--- src/rtl/dongwon_cache_ctrl_if.sv ---
// Bus bundle for the cache controller: CPU request side, cache array commands and RAM port.
// The controller uses the master view; CPU, cache array and RAM together use the slave view.
interface dongwon_cache_ctrl_if #(
  parameter int ADDR_WIDTH = 32,
  parameter int DATA_WIDTH = 32
);
  logic                  cpu_req;
  logic                  cpu_we;
  logic [ADDR_WIDTH-1:0] cpu_addr;
  logic [DATA_WIDTH-1:0] cpu_wdata;
  logic                  cpu_ready;
  logic                  cpu_ack;
  logic [DATA_WIDTH-1:0] cpu_rdata;

  logic                  cache_run;
  logic                  cache_we;
  logic [ADDR_WIDTH-1:0] cache_addr;
  logic [DATA_WIDTH-1:0] cache_wdata;
  logic                  cache_hit;
  logic [DATA_WIDTH-1:0] cache_rdata;

  logic                  mem_req;
  logic                  mem_we;
  logic [ADDR_WIDTH-1:0] mem_addr;
  logic [DATA_WIDTH-1:0] mem_wdata;
  logic                  mem_ack;
  logic [DATA_WIDTH-1:0] mem_rdata;

  modport master (
    input  cpu_req, cpu_we, cpu_addr, cpu_wdata,
    output cpu_ready, cpu_ack, cpu_rdata,
    output cache_run, cache_we, cache_addr, cache_wdata,
    input  cache_hit, cache_rdata,
    output mem_req, mem_we, mem_addr, mem_wdata,
    input  mem_ack, mem_rdata
  );

  modport slave (
    output cpu_req, cpu_we, cpu_addr, cpu_wdata,
    input  cpu_ready, cpu_ack, cpu_rdata,
    input  cache_run, cache_we, cache_addr, cache_wdata,
    output cache_hit, cache_rdata,
    input  mem_req, mem_we, mem_addr, mem_wdata,
    output mem_ack, mem_rdata
  );
endinterface

--- src/rtl/dongwon_cache_ctrl.sv ---
// Direct-mapped cache controller: write-through, no-write-allocate, one request in flight.
// Define DONGWON_CACHE_CTRL_STATS_EN to add saturating hit_count/miss_count outputs.
module dongwon_cache_ctrl #(
  parameter int ADDR_WIDTH = 32,
  parameter int DATA_WIDTH = 32
`ifdef DONGWON_CACHE_CTRL_STATS_EN
  , parameter int STAT_WIDTH = 16
`endif
) (
  input  logic                  clk,
  input  logic                  reset,
  dongwon_cache_ctrl_if.master  bus
`ifdef DONGWON_CACHE_CTRL_STATS_EN
  , output logic [STAT_WIDTH-1:0] hit_count,
  output logic [STAT_WIDTH-1:0] miss_count
`endif
);

  localparam int OFFSET = $clog2(DATA_WIDTH / 8);
  localparam logic [ADDR_WIDTH-1:0] OFFSET_MASK = ADDR_WIDTH'((64'd1 << OFFSET) - 64'd1);

  typedef enum logic [2:0] {
    IDLE, LOOKUP, COMPARE, MEM_RD, FILL, MEM_WR, DONE
  } state_t;

  state_t                state;
  logic                  we_q;
  logic [ADDR_WIDTH-1:0] addr_q;
  logic [DATA_WIDTH-1:0] wdata_q;
  logic [DATA_WIDTH-1:0] fill_q;
  logic [DATA_WIDTH-1:0] rdata_q;
  logic                  ready_q;
  logic                  ack_q;
  logic                  run_q;
  logic                  fill_we_q;
  logic                  mem_req_q;
  logic                  mem_we_q;
  logic                  write_hit;

  // The hit result only arrives during COMPARE, so the write-hit update cannot be registered.
  assign write_hit = (state == COMPARE) && we_q && bus.cache_hit;

  assign bus.cpu_ready   = ready_q;
  assign bus.cpu_ack     = ack_q;
  assign bus.cpu_rdata   = rdata_q;
  assign bus.cache_run   = run_q | write_hit;
  assign bus.cache_we    = fill_we_q | write_hit;
  assign bus.cache_addr  = addr_q;
  assign bus.cache_wdata = (state == FILL) ? fill_q : wdata_q;
  assign bus.mem_req     = mem_req_q;
  assign bus.mem_we      = mem_we_q;
  assign bus.mem_addr    = addr_q & ~OFFSET_MASK;
  assign bus.mem_wdata   = wdata_q;

  always_ff @(posedge clk or posedge reset) begin
    if (reset) begin
      state     <= IDLE;
      we_q      <= 1'b0;
      addr_q    <= '0;
      wdata_q   <= '0;
      fill_q    <= '0;
      rdata_q   <= '0;
      ready_q   <= 1'b1;
      ack_q     <= 1'b0;
      run_q     <= 1'b0;
      fill_we_q <= 1'b0;
      mem_req_q <= 1'b0;
      mem_we_q  <= 1'b0;
    end else begin
      run_q     <= 1'b0;
      fill_we_q <= 1'b0;
      ack_q     <= 1'b0;
      rdata_q   <= '0;
      case (state)
        IDLE: begin
          if (bus.cpu_req && ready_q) begin
            we_q    <= bus.cpu_we;
            addr_q  <= bus.cpu_addr;
            wdata_q <= bus.cpu_wdata;
            ready_q <= 1'b0;
            run_q   <= 1'b1;
            state   <= LOOKUP;
          end
        end
        LOOKUP: begin
          state <= COMPARE;
        end
        COMPARE: begin
          if (!we_q && bus.cache_hit) begin
            rdata_q <= bus.cache_rdata;
            ack_q   <= 1'b1;
            state   <= DONE;
          end else begin
            mem_req_q <= 1'b1;
            mem_we_q  <= we_q;
            state     <= we_q ? MEM_WR : MEM_RD;
          end
        end
        MEM_RD: begin
          if (bus.mem_ack) begin
            fill_q    <= bus.mem_rdata;
            mem_req_q <= 1'b0;
            run_q     <= 1'b1;
            fill_we_q <= 1'b1;
            state     <= FILL;
          end
        end
        FILL: begin
          rdata_q <= fill_q;
          ack_q   <= 1'b1;
          state   <= DONE;
        end
        MEM_WR: begin
          if (bus.mem_ack) begin
            mem_req_q <= 1'b0;
            mem_we_q  <= 1'b0;
            ack_q     <= 1'b1;
            state     <= DONE;
          end
        end
        DONE: begin
          ready_q <= 1'b1;
          state   <= IDLE;
        end
        default: state <= IDLE;
      endcase
    end
  end

`ifdef DONGWON_CACHE_CTRL_STATS_EN
  // Every COMPARE cycle is either a hit or a miss; counters stick at all-ones.
  always_ff @(posedge clk or posedge reset) begin
    if (reset) begin
      hit_count  <= '0;
      miss_count <= '0;
    end else if (state == COMPARE) begin
      if (bus.cache_hit) begin
        if (hit_count != '1) hit_count <= hit_count + STAT_WIDTH'(1);
      end else begin
        if (miss_count != '1) miss_count <= miss_count + STAT_WIDTH'(1);
      end
    end
  end
`endif

endmodule
--- src/flat_wrapper.sv ---
// flat-port wrapper written by rule: the top's interface ports become plain ports
module dongwon_cache_ctrl_flat 
#(
  parameter int ADDR_WIDTH = 32,
  parameter int DATA_WIDTH = 32

)
  (clk, reset, bus_cpu_req, bus_cpu_we, bus_cpu_addr, bus_cpu_wdata, bus_cpu_ready, bus_cpu_ack, bus_cpu_rdata, bus_cache_run, bus_cache_we, bus_cache_addr, bus_cache_wdata, bus_cache_hit, bus_cache_rdata, bus_mem_req, bus_mem_we, bus_mem_addr, bus_mem_wdata, bus_mem_ack, bus_mem_rdata);
  dongwon_cache_ctrl_if #(.ADDR_WIDTH(ADDR_WIDTH), .DATA_WIDTH(DATA_WIDTH)) bus_i ();
  input  logic clk;
  input  logic reset;
  input wire logic [$bits(bus_i.cpu_req)-1:0] bus_cpu_req;
  input wire logic [$bits(bus_i.cpu_we)-1:0] bus_cpu_we;
  input wire logic [$bits(bus_i.cpu_addr)-1:0] bus_cpu_addr;
  input wire logic [$bits(bus_i.cpu_wdata)-1:0] bus_cpu_wdata;
  output wire logic [$bits(bus_i.cpu_ready)-1:0] bus_cpu_ready;
  output wire logic [$bits(bus_i.cpu_ack)-1:0] bus_cpu_ack;
  output wire logic [$bits(bus_i.cpu_rdata)-1:0] bus_cpu_rdata;
  output wire logic [$bits(bus_i.cache_run)-1:0] bus_cache_run;
  output wire logic [$bits(bus_i.cache_we)-1:0] bus_cache_we;
  output wire logic [$bits(bus_i.cache_addr)-1:0] bus_cache_addr;
  output wire logic [$bits(bus_i.cache_wdata)-1:0] bus_cache_wdata;
  input wire logic [$bits(bus_i.cache_hit)-1:0] bus_cache_hit;
  input wire logic [$bits(bus_i.cache_rdata)-1:0] bus_cache_rdata;
  output wire logic [$bits(bus_i.mem_req)-1:0] bus_mem_req;
  output wire logic [$bits(bus_i.mem_we)-1:0] bus_mem_we;
  output wire logic [$bits(bus_i.mem_addr)-1:0] bus_mem_addr;
  output wire logic [$bits(bus_i.mem_wdata)-1:0] bus_mem_wdata;
  input wire logic [$bits(bus_i.mem_ack)-1:0] bus_mem_ack;
  input wire logic [$bits(bus_i.mem_rdata)-1:0] bus_mem_rdata;
  assign bus_i.cpu_req = bus_cpu_req;
  assign bus_i.cpu_we = bus_cpu_we;
  assign bus_i.cpu_addr = bus_cpu_addr;
  assign bus_i.cpu_wdata = bus_cpu_wdata;
  assign bus_cpu_ready = bus_i.cpu_ready;
  assign bus_cpu_ack = bus_i.cpu_ack;
  assign bus_cpu_rdata = bus_i.cpu_rdata;
  assign bus_cache_run = bus_i.cache_run;
  assign bus_cache_we = bus_i.cache_we;
  assign bus_cache_addr = bus_i.cache_addr;
  assign bus_cache_wdata = bus_i.cache_wdata;
  assign bus_i.cache_hit = bus_cache_hit;
  assign bus_i.cache_rdata = bus_cache_rdata;
  assign bus_mem_req = bus_i.mem_req;
  assign bus_mem_we = bus_i.mem_we;
  assign bus_mem_addr = bus_i.mem_addr;
  assign bus_mem_wdata = bus_i.mem_wdata;
  assign bus_i.mem_ack = bus_mem_ack;
  assign bus_i.mem_rdata = bus_mem_rdata;
  dongwon_cache_ctrl #(.ADDR_WIDTH(ADDR_WIDTH), .DATA_WIDTH(DATA_WIDTH)) u_core (.clk(clk), .reset(reset), .bus(bus_i));
endmodule
--- config.mk ---
export PLATFORM = sky130hd
export DESIGN_NAME = dongwon_cache_ctrl_flat
export DESIGN_NICKNAME = d
export VERILOG_FILES = /design/src/rtl/dongwon_cache_ctrl_if.sv /design/src/rtl/dongwon_cache_ctrl.sv /design/src/flat_wrapper.sv
export SDC_FILE = /design/constraint.sdc
export NUM_CORES = 1
export LEC_CHECK = 0
export CAP_MARGIN = 20
export CORE_MARGIN = 1
export CORE_UTILIZATION = 30
export DETAILED_ROUTE_END_ITERATION = 16
export GPL_ROUTABILITY_DRIVEN = 1
export PLACE_DENSITY = 0.71
export SKIP_CTS_REPAIR_TIMING = 1
export SYNTH_ARGS = -nofsm -noshare
export SYNTH_HDL_FRONTEND = slang
export SYNTH_SLANG_ARGS = --single-unit
--- constraint.sdc ---
create_clock -name clk -period 6 [get_ports clk]
set_clock_uncertainty 0.2 [all_clocks]
set_input_delay 1.8 -clock clk [delete_from_list [all_inputs] [get_ports clk]]
set_output_delay 1.8 -clock clk [all_outputs]
set_load 0.03 [all_outputs]
==> results.cfg <==
[power]
clockPowerShare = 0.192
p_int_mw = 3.56
p_switching_mw = 2.41
p_leak_nw = 4.02
p_per_area_nw_per_um2 = 629
swShare = 0.404
seq_power_share = 0.278
p_comb_frac = 0.530
vdd.ir_drop.worst_v = 0.000331
power_mw = 5.96

[grt]
grt_usage = 0.162
grt_max_degree = 73
first_global_vias = 4488
antenna_found_initial = 0
grt_pass1_wl_um = 24400
gr-total-overflow = 0

[synth]
yosysWarnings = 0
postSynthCellCount = 391
ys_seq_area_frac = 0.596
ys_ff_latch = 138
synth_cell_type_count = 32
netlist_area_um2 = 5790
avgSynthCellArea_um2 = 14.8

[clocking]
cts-buffers-inserted = 17
clockBufferDepth = 2
cts-root-buf = clkbuf_16
clk_pin_slew_ps = 50
clkLatencyLatePin_ps = 410
cts_tree = built
htree_levels = 4
clock_sinks = 138

[worst_setup_path]
critical_path.most_common_cell = clkdlybuf4s50_1
reg2reg_to = u_core.bus.cache_addr[29]
crit_type = input port to output port
path_max_fanout = 5
crit_path_cell_trace = clkdlybuf4s50_1 > a31o_2 > clkdlybuf4s50_1
rrSetupSlack_ps = 3440
reg2reg_from = u_core.bus.cpu_ready
cpMaxStageDelayCell = clkdlybuf4s50_1
end_kind = output port
crit_required_ps = 4000
start_kind = input port
slowest_delay_ps = 670
crit_arrival_ps = 3180
r2r_cells = 3
crit_path_end = bus_cache_run
crit_start = bus_cache_hit

[cells_and_area]
nets = 794
syn_to_final_growth_pct = 63.6
final_common_cell = clkdlybuf4s50_1
final_cell_mix = 297 x clkdlybuf4s50_1, 137 x dfrtp_1, 122 x mux2_2, 33 x a22o_1, 17 x clkbuf_16
drive_gt1_frac = 0.247
num_antenna_cells = 0
layoutNonFillerInstCount = 932

[timing]
hold_viol = 0
finalCritPeriodShare = 0.864
timing.fmax_ghz = 0.193
setup_viol = 0
hold_ws_ps = 304
rsz0062_at_grt = no
drv_slew = 0
worstMarginPinSlew_ps = 987
slew_headroom = 0.342
period_needed_ps = 5180
setup_tns_ps = 0

[hold_path]
holdCritPathClass = flop to flop

[floorplanning]
dieArea_um2 = 19900
start_util = 0.308
io_pins = 300
die_h_um = 141
die_w_um = 141
row_count = 50
core-area_um2 = 18800

[detailed_routing]
drc_errors = 0
first_pass_iters = 4
vias = 4253
detail_route.wirelength_um = 15900
vias_per_cell = 4.56
first_iter_violations = 125
avgRoutedWirePerCell_um = 17.1
ant_nets = 0

[placed_design]
gp_congestion = 0.804
portBuffers = 297
post-dp-hpwl_um = 11500
dpl.cell_count = 900

[status]
status = finished clean

[job]
maxCapViolations = 0
layout make-up:
class	instances	area [µm²]
repair buffers	301	3040
multi-input cells	199	2000
fillers	1617	9350
inverters	3	16.3
clock inverters	14	220
clock buffers	17	425
well taps	260	325
flip-flops and latches	138	3450
registers in the layout, summed over array words and instances, names as in the netlist:
signal / cells
u_core.bus.mem_we: 1
u_core.state: 3
u_core.bus.mem_wdata: 32
u_core.bus.mem_req: 1
u_core.bus.cache_addr: 32
u_core.bus.cpu_ready: 1
u_core.run_q: 1
u_core.fill_we_q: 1
u_core.bus.cpu_rdata: 32
u_core.bus.cpu_ack: 1
u_core.we_q: 1
u_core.fill_q: 32
cells by family (layout without fill, tap and decap cells):
group           after synthesis  in the layout  synth area share
compound gates               47             47            0.0674
buf+inv                      55            335            0.0626
flops                       138            138             0.596
mux                         130            130             0.252
other cells                   1              2          0.000647
simple gates                 20             20            0.0205
Yosys cell counts, drive strengths merged:
cell type,count,share of area
a22oi,1,0.0013
dfstp,1,0.0045
o21a,1,0.0013
a32o,1,0.0017
and2b,1,0.0013
nor3,1,0.00086
o311ai,1,0.0015
mux2,129,0.25
or3,1,0.0011
clkbuf,3,0.0019
mux2i,1,0.0017
inv,3,0.0019
o21ai,2,0.0017
or3b,1,0.0015
a22o,33,0.050
nand2,2,0.0013
nor2,5,0.0045
nand3,3,0.0035
dfrtp,137,0.59
o32ai,1,0.0015
conb,1,0.00065
a21oi,3,0.0026
a31o,2,0.0030
buf,49,0.059
nor2b,2,0.0022
nand2b,4,0.0043
o2bb2ai,1,0.0015
o211ai,1,0.0013
power by group through the flow:
stage / sequential, mW / clock [mW] / combinational [mW]
floorplan: 2.17 / 0 / 1.42
global placement: 1.65 / 0 / 3.15
detailed placement: 1.67 / 0 / 3.18
CTS: 1.66 / 1.17 / 3.19
global route: 1.71 / 1.21 / 3.31
finish: 1.66 / 1.14 / 3.16
routing by layer:
| layer | track usage | vias up | wire [µm] |
|---|---|---|---|
| li1 | - | 1912 | - |
| met1 | 0.177 | 2116 | 6250 |
| met4 | 0.0646 | 0 | 302 |
| met3 | 0.0605 | 21 | 1250 |
| met5 | 0 | - | 0 |
| met2 | 0.284 | 204 | 8100 |
metrics by stage:
| stage | setup WS (ps) | utilization | instance area (µm²) |
|---|---|---|---|
| global placement | 835 | 0.468 | 8810 |
| CTS | 817 | 0.502 | 9460 |
| floorplan | 305 | - | 5800 |
| finish | 817 | 0.503 | 9480 |
| global route | 786 | 0.503 | 9480 |
| detailed placement | 823 | 0.468 | 8810 |
critical path: cells and delay by family:
family / cells / cell delay, ps
buffers and inverters: 2 / 1220
AOI/OAI and AO/OA: 1 / 170
worst min path at each step:
stage	from	end	cells past startpoint
floorplan	u_core.fill_q[0]	u_core.bus.cpu_rdata[0]	1
global placement	u_core.bus.cache_addr[0]	u_core.bus.cache_addr[0]	1
detailed placement	u_core.bus.cache_addr[1]	u_core.bus.cache_addr[1]	1
CTS	u_core.bus.cache_addr[1]	u_core.bus.cache_addr[1]	1
global route	u_core.bus.cache_addr[1]	u_core.bus.cache_addr[1]	1
finish	u_core.bus.cache_addr[1]	u_core.bus.cache_addr[1]	1
(Power assumes the default switching activity.)
